File: config.mk
export PLATFORM = sky130hd
export DESIGN_NAME = multi_pulser
export DESIGN_NICKNAME = d
export VERILOG_FILES = /design/src/rtl/multi_pulser_pkg.sv /design/src/rtl/pulser_channel.sv /design/src/rtl/multi_pulser.sv
export SDC_FILE = /design/constraint.sdc
export NUM_CORES = 1
export LEC_CHECK = 0
export CORE_MARGIN = 1.5
export CORE_UTILIZATION = 54
export CTS_CLUSTER_DIAMETER = 200
export CTS_CLUSTER_SIZE = 20
export DETAILED_ROUTE_END_ITERATION = 7
export PLACE_DENSITY = 0.85
export SYNTH_ARGS = -nofsm -noshare
export SYNTH_HDL_FRONTEND = slang
export SYNTH_SLANG_ARGS = --single-unit
File: constraint.sdc
create_clock -name clk -period 2 [get_ports clk]
set_input_delay 0.4 -clock clk [delete_from_list [all_inputs] [get_ports clk]]
set_output_delay 0.4 -clock clk [all_outputs]
set_load 0.02 [all_outputs]
File: src/rtl/multi_pulser_pkg.sv
// Shared constants for the multi-channel pulser: edge-select modes,
// repeat-FSM state encodings and a small elaboration-time helper.
package multi_pulser_pkg;

  // Edge-select encodings for the shared mode input
  localparam logic [1:0] MODE_RISE = 2'b00;
  localparam logic [1:0] MODE_FALL = 2'b01;
  localparam logic [1:0] MODE_BOTH = 2'b10;
  localparam logic [1:0] MODE_OFF  = 2'b11;

  // Auto-repeat FSM states
  localparam logic [1:0] R_IDLE = 2'd0;
  localparam logic [1:0] R_WAIT = 2'd1;
  localparam logic [1:0] R_REP  = 2'd2;

  // Larger of two integers, used to size the repeat counter
  function automatic int max_int(input int a, input int b);
    return (a > b) ? a : b;
  endfunction

endpackage

File: src/rtl/pulser_channel.sv
// One pulser channel: 2-flop synchroniser, debounce counter, edge
// detection against the shared mode, and an optional auto-repeat FSM.
// o_sp_nxt is the value o_sp takes at the next edge, so the top level
// can register an OR of all channels in step with o_sp.
module pulser_channel
  import multi_pulser_pkg::*;
#(
  parameter int DEBOUNCE_CYCLES = 16,
  parameter int REPEAT_DELAY    = 0,
  parameter int REPEAT_PERIOD   = 4
) (
  input  logic       i_clk,
  input  logic       i_rst,
  input  logic       i_lp,
  input  logic [1:0] i_mode,
  output logic       o_sp_nxt,
  output logic       o_sp,
  output logic       o_level
);

  localparam int CW = $clog2(DEBOUNCE_CYCLES + 1);
  localparam int RW = $clog2(max_int(REPEAT_DELAY, REPEAT_PERIOD) + 1);
  localparam logic [CW-1:0] CNT_LAST = CW'(DEBOUNCE_CYCLES - 1);

  logic          r_s1;
  logic          r_s2;
  logic          r_level;
  logic [CW-1:0] r_cnt;
  logic          r_sp;
  logic          w_diff;
  logic          w_flip;
  logic          w_rise;
  logic          w_fall;
  logic          w_edge_pulse;
  logic          w_rep_pulse;
  logic          w_sp_nxt;

  // Two-flop synchroniser for the asynchronous level input
  always_ff @(posedge i_clk) begin
    if (i_rst) begin
      r_s1 <= 1'b0;
      r_s2 <= 1'b0;
    end else begin
      r_s1 <= i_lp;
      r_s2 <= r_s1;
    end
  end

  // The level flips on the edge where the disagreement has lasted long enough
  assign w_diff = r_s2 ^ r_level;
  assign w_flip = w_diff && (r_cnt == CNT_LAST);
  assign w_rise = w_flip && r_s2;
  assign w_fall = w_flip && !r_s2;

  // Debounce: count consecutive disagreeing cycles, any agreement restarts
  always_ff @(posedge i_clk) begin
    if (i_rst) begin
      r_level <= 1'b0;
      r_cnt   <= '0;
    end else if (!w_diff) begin
      r_cnt <= '0;
    end else if (w_flip) begin
      r_level <= r_s2;
      r_cnt   <= '0;
    end else begin
      r_cnt <= r_cnt + 1'b1;
    end
  end

  // Edge pulse for a level change that matches the selected mode
  assign w_edge_pulse = (w_rise && ((i_mode == MODE_RISE) || (i_mode == MODE_BOTH)))
                     || (w_fall && ((i_mode == MODE_FALL) || (i_mode == MODE_BOTH)));

  if (REPEAT_DELAY > 0) begin : g_rep
    logic [1:0]    r_state;
    logic [RW-1:0] r_rcnt;
    logic          w_rep_ok;
    logic          w_rep_due;

    assign w_rep_ok = (i_mode == MODE_RISE) || (i_mode == MODE_BOTH);

    // Repeat is due when the counter reaches the compare value of the state
    always_comb begin
      w_rep_due = 1'b0;
      case (r_state)
        R_WAIT:  w_rep_due = (r_rcnt == RW'(REPEAT_DELAY));
        R_REP:   w_rep_due = (r_rcnt == RW'(REPEAT_PERIOD));
        default: w_rep_due = 1'b0;
      endcase
    end

    // A falling level wins over a due repeat; that repeat is dropped
    assign w_rep_pulse = w_rep_due && w_rep_ok && !w_fall;

    // Repeat FSM: armed by a rising press pulse, cancelled by release or mode off
    always_ff @(posedge i_clk) begin
      if (i_rst) begin
        r_state <= R_IDLE;
        r_rcnt  <= '0;
      end else if ((i_mode == MODE_OFF) || w_fall) begin
        r_state <= R_IDLE;
        r_rcnt  <= '0;
      end else begin
        case (r_state)
          R_IDLE: begin
            if (w_rise && w_rep_ok) begin
              r_state <= R_WAIT;
              r_rcnt  <= RW'(1);
            end
          end
          R_WAIT: begin
            if (w_rep_due) begin
              r_state <= R_REP;
              r_rcnt  <= RW'(1);
            end else begin
              r_rcnt <= r_rcnt + 1'b1;
            end
          end
          R_REP: begin
            if (w_rep_due) begin
              r_rcnt <= RW'(1);
            end else begin
              r_rcnt <= r_rcnt + 1'b1;
            end
          end
          default: begin
            r_state <= R_IDLE;
            r_rcnt  <= '0;
          end
        endcase
      end
    end
  end else begin : g_norep
    assign w_rep_pulse = 1'b0;
  end

  assign w_sp_nxt = w_edge_pulse || w_rep_pulse;

  // Registered single-cycle output pulse
  always_ff @(posedge i_clk) begin
    if (i_rst) begin
      r_sp <= 1'b0;
    end else begin
      r_sp <= w_sp_nxt;
    end
  end

  assign o_sp_nxt = w_sp_nxt;
  assign o_sp     = r_sp;
  assign o_level  = r_level;

endmodule

File: src/rtl/multi_pulser.sv
// Multi-channel debounced one-pulser with optional auto-repeat.
// Replicates pulser_channel per input and registers an OR of the
// next-cycle pulses so sp_any lines up with sp.
module multi_pulser
  import multi_pulser_pkg::*;
#(
  parameter int CHANNELS        = 4,
  parameter int DEBOUNCE_CYCLES = 16,
  parameter int REPEAT_DELAY    = 0,
  parameter int REPEAT_PERIOD   = 4
) (
  input  logic                clk,
  input  logic                rst,
  input  logic [CHANNELS-1:0] lp,
  input  logic [1:0]          mode,
  output logic [CHANNELS-1:0] sp,
  output logic [CHANNELS-1:0] level,
  output logic                sp_any
);

  logic [CHANNELS-1:0] w_sp_nxt;
  logic                r_sp_any;

  for (genvar i = 0; i < CHANNELS; i++) begin : g_ch
    pulser_channel #(
      .DEBOUNCE_CYCLES (DEBOUNCE_CYCLES),
      .REPEAT_DELAY    (REPEAT_DELAY),
      .REPEAT_PERIOD   (REPEAT_PERIOD)
    ) u_ch (
      .i_clk    (clk),
      .i_rst    (rst),
      .i_lp     (lp[i]),
      .i_mode   (mode),
      .o_sp_nxt (w_sp_nxt[i]),
      .o_sp     (sp[i]),
      .o_level  (level[i])
    );
  end

  // Any-channel pulse, registered on the same edge as the per-channel pulses
  always_ff @(posedge clk) begin
    if (rst) begin
      r_sp_any <= 1'b0;
    end else begin
      r_sp_any <= |w_sp_nxt;
    end
  end

  assign sp_any = r_sp_any;

endmodule

Yosys cells after proc, flatten, opt, wreduce, memory -nomap -nowiden
Index checks and enable logic that the tools add are counted.
W data, S select, Z words.
{"block": "totals", "regBits": 37, "latchBits": 0, "ramBits": 0, "rom_bits": 0, "elab_cells": 79, "n_memories": 0}
{"block": "classes", "n_addsub": 4, "n_mul": 0, "div_mod_pow": 0, "order_cmp": 0, "n_eq_ne": 6, "n_shift": 0, "mux": 0, "bitwise_logic": 8, "n_reduce_logical": 40}
{"cell": "$add A5 B1 Y5 const B", "n": 4}
{"cell": "$eq A5 B4 Y1 const B", "n": 4}
{"cell": "$logic_and A1 B1 Y1", "n": 20}
{"cell": "$reduce_or A3 Y1", "n": 4}
{"cell": "$reduce_and A2 Y1", "n": 4}
{"cell": "$logic_or A1 B1 Y1", "n": 6}
{"cell": "$logic_not A1 Y1", "n": 4}
{"cell": "$not A1 Y1", "n": 4}
{"cell": "$reduce_or A4 Y1", "n": 1}
{"cell": "$xor A1 B1 Y1", "n": 4}
{"cell": "$eq A2 B1 Y1 const B", "n": 1}
{"cell": "$eq A2 B2 Y1 const B", "n": 1}
{"cell": "$logic_not A2 Y1", "n": 1}

Depth between registers and ports, before layout
Gate-level depths: netlist of the first run.
{"block": "logic_depth", "word_depth": 6, "mapped_depth": 6, "mapped_depth_nobuf": 6}

By module
From an unflattened synthesis of the first run, not the netlist that was laid out.
{"block": "hier_totals", "cells_unflattened": 151, "area_unflattened_um2": 1516.5}
{"mod": "pulser_channel", "instances": 4, "cells_per_inst": 37, "area_each_um2": 371.6, "seq_area_each_um2": 180.2}
{"mod": "multi_pulser", "instances": 1, "cells_per_inst": 3, "area_each_um2": 30.0, "seq_area_each_um2": 20.0}

Least setup slack after synthesis of the first run
Ideal clock, no wire load.
{"block": "synth_path", "path_type": "register -> register", "start": "reg g_ch[2].u_ch.r_cnt[0]", "end": "reg g_ch[2].u_ch.r_cnt[2]", "setup_time_ps": 64, "arrival_ps": 1406, "t_required_ps": 1936, "slack_ps": 530, "stages_incl_launch_ff": 6, "path_buffers": 0, "synth_period_minus_slack_ps": 1470, "path_cell_list": "dfxtp_1 > ha_1 > and3_1 > ha_1 > or3_4 > nor2_1"}
{"block": "synth_between", "elab_chain_len": 3, "word_cells_on_any_way": 4, "cone_classes": "add/sub (1); eq/ne (1); reduce/logical (2)"}
{"element": "from (decl)", "line": "pulser_channel.sv:28", "source": "logic [CW-1:0] r_cnt;"}
{"element": "from (signal assigned)", "line": "pulser_channel.sv:66", "source": "r_cnt <= r_cnt + 1'b1;"}
{"element": "branches (longest 3 deep; another with $add A5 B1 Y5)"}
Parallel ways; which one is timed is not known.
A chain may end at the register's enable or synchronous reset.

Worst setup path in the final report of the first run
{"block": "layout_path", "start": "reg g_ch[2].u_ch.r_level", "end": "out level[2]"}
{"element": "from (decl)", "line": "pulser_channel.sv:27", "source": "logic r_level;"}
{"element": "from (signal assigned)", "line": "pulser_channel.sv:63", "source": "r_level <= r_s2;"}
{"element": "to (decl)", "line": "multi_pulser.sv:17", "source": "output logic [CHANNELS-1:0] level,"}
No word-level cell between the ends.

==> out/qor.txt, run 1 <==
Core Util, Final: 0.655
Synth Cell Area: 1460 µm²
Clk Latency, worst-skew pair: 330 ps
Initial antenna violation count: 0
Max stage delay cell, worst path: clkdlybuf4s50_1
Area grow syn2layout: 13.3%
Ys async rst share: 0
Kind of critical path: flop to primary output
Core area: 2520 µm²
DRC Markers: 0
RSZ-0062 raised after global routing: no
Setup crit end kind: primary output
Synth area leader: dfxtp_1
Worst EP required: 1600 ps
Post-synth top cells: 37 x dfxtp_1, 28 x nor2_1, 10 x ha_1, 10 x inv_1
Via-per-instance ratio: 4.94
Placed Area: 1600 µm²
Full die area: 3020 µm²
Yosys cell types: 18
CP startpoint kind: flop
CTS root buffer: clkbuf_4
Initial Util: 0.578
Worst path bufs/invs: 1
P per Cell Area: 703 nW/µm²
Yosys reg bits: 37
Period utilization: 0.901
Die X: 55.0 µm
Worst path max stage delay: 640 ps
Count leader, synth: dfxtp_1
Final count of negative-setup-slack endpoints: 0
Die Span Y: 55.0 µm
Worst Path Arrival: 1400 ps
Gp weighted congestion: 0.847
Total wire length: 2140 µm
Seq/Total Area, Yosys: 0.508
First DRT Iteration DRCs: 6
Period minus WS final: 1800 ps
Resized cells post-CTS: 0
Fin worst setup slack: 199 ps
# Max-Cap Violations: 0
CTS max path bufs: 2
Crit-path cells: clkdlybuf4s50_1
First-pass GRT wire length: 3340 µm
Hold-fix buffers, CTS: 0
Port bufs: 16
Post-synth EDFFs: 0
Via Count: 958
Global-route usage over all layers: 0.165
CTS buffer count: 5
Vias in the first global route: 822
Crit path max-delay family: buffers and inverters
# diodes: 0
I/O Pins: 17
Fraction of layout cells with a size suffix above 1: 0.0793
Max Fclk: 0.555 GHz
H-tree Lvls: 2
Crit Path Max Fanout: 5
Mean post-synth cell area: 9.85 µm²
CTS clock-pin slew for the worst setup and hold paths: 100 ps
Slew Limit Fails: 0
Post-CTS Setup Inserts: 0
Top area cells in the synthesized netlist: dfxtp_1 51%, ha_1 8.6%, nor2_1 7.2%, xnor2_1 4.8%, buf_4 4.1%
Tightest Hold Check Type: flop to flop
DP HPWL: 1660 µm
Pre-CTS setup slack: 194 ps
Leak pwr: 0.632 nW
Finished layout cell area: 1650 µm²
Max transition margin: 0.762
Avg WL per Cell: 11.0 µm
Largest net degree at the start of global routing: 12
Worst-margin pin slew: 355 ps
Mapped Cells: 148
Prevailing post-synth register cell: dfxtp_1
Setup Skew: 6.79 ps
Yosys warnings: 0
CTS tree: done
Fin Setup TNS: 0 ps
Congestion Overflow GR: 0
Std-Cell Rows: 18
Fill count: 207
Final hold violations: 0
Max IR drop VDD: 664 µV
Number of nets in the layout: 181
Number of routed nets with antenna violations: 0
TritonRoute pass-1 iters: 4
Clock sinks: 37
Status: complete, no violations
Yosys top cell area share: 0.508
Syn Nets: 166
per-layer routing:
| metal | routed length, µm | vias to the layer above | GRT usage |
|---|---|---|---|
| met4 | 53 | 0 | 0.110 |
| li1 | - | 502 | - |
| met3 | 86 | 7 | 0.0565 |
| met2 | 1040 | 21 | 0.272 |
| met1 | 963 | 428 | 0.178 |
| met5 | 0 | - | 0 |
area by class of cell:
cell class / instances / area, µm² / share of cell area
clock inverters: 2 / 10.0 / 0.00606
clock buffers: 6 / 41.3 / 0.0250
well taps: 30 / 37.5 / 0.0227
flip-flops and latches: 37 / 741 / 0.448
repair buffers: 18 / 175 / 0.106
multi-input cells: 91 / 609 / 0.369
inverters: 10 / 37.5 / 0.0227
report_power, final:
| group | leakage [nW] | internal [mW] | switching (mW) |
|---|---|---|---|
| registers | 0.300 | 0.746 | 0.00611 |
| logic | 0.300 | 0.0288 | 0.0210 |
| clock network | 0.0320 | 0.134 | 0.225 |
| total | 0.632 | 0.909 | 0.252 |
stage by stage:
stage	instances	hold WS (ps)	total power, mW
after floorplan	148	414	0.796
after global placement	186	417	0.816
after detailed placement	186	424	0.820
after CTS	194	449	1.17
after global routing	194	466	1.21
final	194	446	1.16
registers in the layout, summed over array words and instances, names as in the netlist:
signal             count
g_ch.u_ch.r_s2         4
g_ch.u_ch.r_cnt       20
g_ch.u_ch.r_s1         4
g_ch.u_ch.o_level      4
sp_any                 1
g_ch.u_ch.o_sp         4
worst paths after layout:
check	from	to	slack [ps]	cells past startpoint
min reg2reg	g_ch[2].u_ch.r_s1$_SDFF_PP0_	g_ch[2].u_ch.r_s2$_SDFF_PP0_	450	1
min	g_ch[2].u_ch.r_s1$_SDFF_PP0_	g_ch[2].u_ch.r_s2$_SDFF_PP0_	450	1
max	g_ch[2].u_ch.o_level$_SDFFE_PP0P_	level[2]	200	1
max reg2reg	g_ch[2].u_ch.r_cnt[0]$_SDFF_PP0_	g_ch[2].u_ch.r_cnt[3]$_SDFF_PP0_	410	5
cell families (layout without fill, tap and decap cells):
kind of cell,Yosys count,in the layout,share of synthesized area
buffers and inverters,20,36,0.0738
XOR/XNOR,12,12,0.0721
AND/OR/NAND/NOR,56,56,0.199
multiplexers,4,4,0.0275
AO/OA/AOI/OAI,9,9,0.0335
adder cells (fa/ha/maj),10,10,0.0858
flip-flops,37,37,0.508
cells in the final DEF, fill, tap and decap left out:
master	Yosys	final
and3_1	4	4
clkdlybuf4s50_1	0	16
xnor2_1	8	8
clkbuf_4	0	5
a41oi_1	1	1
nand3b_1	4	4
mux2i_1	4	4
or3_4	4	4
nor2_1	28	28
ha_1	10	10
nand3_1	4	4
clkbuf_1	0	1
nand2_1	4	4
inv_1	10	10
buf_4	8	2
nor2b_1	8	8
dfxtp_1	37	37
clkinv_2	0	2
o21ai_0	8	8
xor2_1	4	4
No activity file was read; power rests on OpenSTA's default activity.
==> run 2: changes to the inputs <==
--- a/config.mk
+++ b/config.mk
@@ -11,6 +11,7 @@
 export CTS_CLUSTER_SIZE = 20
 export DETAILED_ROUTE_END_ITERATION = 7
 export PLACE_DENSITY = 0.85
+export REMOVE_ABC_BUFFERS = 1
 export SYNTH_ARGS = -nofsm -noshare
 export SYNTH_HDL_FRONTEND = slang
 export SYNTH_SLANG_ARGS = --single-unit
==> run 2 against run 1 <==
Hold slack improved by 4.5 ps. Largest cell class unchanged. Clock skew decreased by 1.4 ps. Via count decreased by 0.10%. Register-to-register slack about the same.
==> out/qor.txt, run 2 (synthesis gave the netlist of run 1 again) <==
Worst-margin pin slew: 357 ps (+1.59 ps)
I/O Pins: 17 (unchanged)
# diodes: 0 (unchanged)
Max FFs per register: 20 (unchanged)
Crit path max-delay family: buffers and inverters
Vias in the first global route: 924 (+12%)
Cells after DPL: 186 (unchanged)
Clk Latency, worst-skew pair: 330 ps (about the same)
Logic pwr share: 0.043 (about the same)
Initial antenna violation count: 0 (unchanged)
Switching power: 0.243 mW (-3.3%)
Worst EP required: 1600 ps (about the same)
Number of routed nets with antenna violations: 0 (unchanged)
Setup crit end kind: primary output
Initial Util: 0.578 (unchanged)
Period minus WS final: 1840 ps (+37.6 ps)
Fin worst setup slack: 161 ps (-37.6 ps)
Max Fclk: 0.544 GHz (-2.0%)
RSZ-0062 raised after global routing: no
Total wire length: 2120 µm (-0.93%)
Slew Limit Fails: 0 (unchanged)
Std-Cell Rows: 18 (unchanged)
Kind of critical path: flop to primary output
CTS buffer count: 5 (unchanged)
Crit-path cells: clkdlybuf4s50_1
Worst Path Arrival: 1440 ps (+40 ps)
# Max-Cap Violations: 0 (unchanged)
CTS max path bufs: 2 (unchanged)
Status: complete, no violations
Reg power frac: 0.649 (about the same)
Via Count: 957 (-0.10%)
Worst path max stage delay: 650 ps (about the same)
Avg WL per Cell: 10.9 µm (-0.93%)
Resized cells post-CTS: 0 (unchanged)
Core area: 2520 µm² (unchanged)
Clock sinks: 37 (unchanged)
Commonest non-fill, non-tap cells in the layout: 37 x dfxtp_1, 28 x nor2_1, 16 x clkdlybuf4s50_1
Clock share of power: 0.307 (-0.002)
Largest net degree at the start of global routing: 11 (-1)
Pre-CTS setup slack: 213 ps (+19.1 ps)
First DRT Iteration DRCs: 9 (+3)
Number of nets in the layout: 181 (unchanged)
Gp weighted congestion: 0.703 (-17%)
Commonest non-fill, non-tap cell in the layout: dfxtp_1
Die X: 55.0 µm (unchanged)
Period utilization: 0.919 (+0.0188)
First-pass GRT wire length: 3620 µm (+8.3%)
CTS root buffer: clkbuf_4
Reg with most FFs: g_ch.u_ch.r_cnt
Leak pwr: 0.627 nW (-0.86%)
Fin Setup TNS: 0 ps (unchanged)
Tot Pwr: 1.16 mW (-0.20%)
Tightest Hold Check Type: flop to flop
Fraction of layout cells with a size suffix above 1: 0.0671 (-0.0122)
Cell-internal power: 0.915 mW (+0.67%)
Final count of negative-setup-slack endpoints: 0 (unchanged)
CTS clock-pin slew for the worst setup and hold paths: 90 ps (about the same)
DP HPWL: 1610 µm (-3.4%)
Post-CTS Setup Inserts: 0 (unchanged)
TritonRoute pass-1 iters: 4 (unchanged)
Max stage delay cell, worst path: clkdlybuf4s50_1
P per Cell Area: 702 nW/µm² (about the same)
Sw frac: 0.210 (-0.00679)
Setup Skew: 5.40 ps (-1.39 ps)
Full die area: 3020 µm² (unchanged)
Port bufs: 16 (unchanged)
Global-route usage over all layers: 0.179 (+0.0147)
Finished Layout Cells: 194 (unchanged)
Final hold violations: 0 (unchanged)
Worst path bufs/invs: 1 (unchanged)
CTS tree: done
H-tree Lvls: 2 (unchanged)
DRC Markers: 0 (unchanged)
Congestion Overflow GR: 0 (unchanged)
Hold-fix buffers, CTS: 0 (unchanged)
Die Span Y: 55.0 µm (unchanged)
CP startpoint kind: flop
Max IR drop VDD: 524 µV (-21%)
Area grow syn2layout: 13.1%
Via-per-instance ratio: 4.93 (-0.10%)
Max transition margin: 0.761 (-0.00106)
Crit Path Max Fanout: 5 (unchanged)
[run 2: cell count changes in the layout (fill, tap and decap cells not counted), sizes merged]
cell / before / now
clkbuf: 6 / 8
clkinv: 2 / 0
[run 2: power groups by stage]
stage               Clock [mW]  Sequential, mW  Combinational, mW
floorplan                    0           0.768             0.0233
global placement             0           0.769             0.0476
detailed placement           0           0.770             0.0503
CTS                      0.373           0.753             0.0506
global route             0.394           0.754             0.0554
finish                   0.356           0.752             0.0500
[run 2: routing by layer]
metal	share of wire	vias up	GRT usage	wire length, µm
met3	0.047	8	0.0591	100
li1	-	497	-	-
met4	0.032	0	0.122	67
met5	0	-	0	0
met1	0.42	433	0.178	896
met2	0.50	19	0.315	1060
[run 2: worst paths after layout]
check / startpoint / cells after the start / slack, ps / endpoint
hold / removal: g_ch[3].u_ch.r_cnt[0]$_SDFF_PP0_ / 1 / 450 / g_ch[3].u_ch.r_cnt[0]$_SDFF_PP0_
setup reg to reg: g_ch[2].u_ch.r_cnt[0]$_SDFF_PP0_ / 5 / 420 / g_ch[2].u_ch.r_cnt[2]$_SDFF_PP0_
setup / recovery: g_ch[1].u_ch.o_level$_SDFFE_PP0P_ / 1 / 160 / level[1]
hold reg to reg: g_ch[3].u_ch.r_cnt[0]$_SDFF_PP0_ / 1 / 450 / g_ch[3].u_ch.r_cnt[0]$_SDFF_PP0_
[run 2: through the flow]
| stage | utilization | hold slack (ps) | instance area, µm² |
|---|---|---|---|
| final | 0.654 | 451 | 1650 |
| after global routing | 0.654 | 465 | 1650 |
| after CTS | 0.654 | 453 | 1650 |
| after detailed placement | 0.634 | 438 | 1600 |
| after global placement | 0.634 | 420 | 1600 |
| after floorplan | - | 414 | 1390 |
[run 2: area by class of cell]
class,count,area (µm²)
inverter,10,37.5
sequential,37,741
tap,30,37.5
fill,210,873
multi-input combinational,91,609
clock buffer,8,48.8
timing repair buffer,18,175
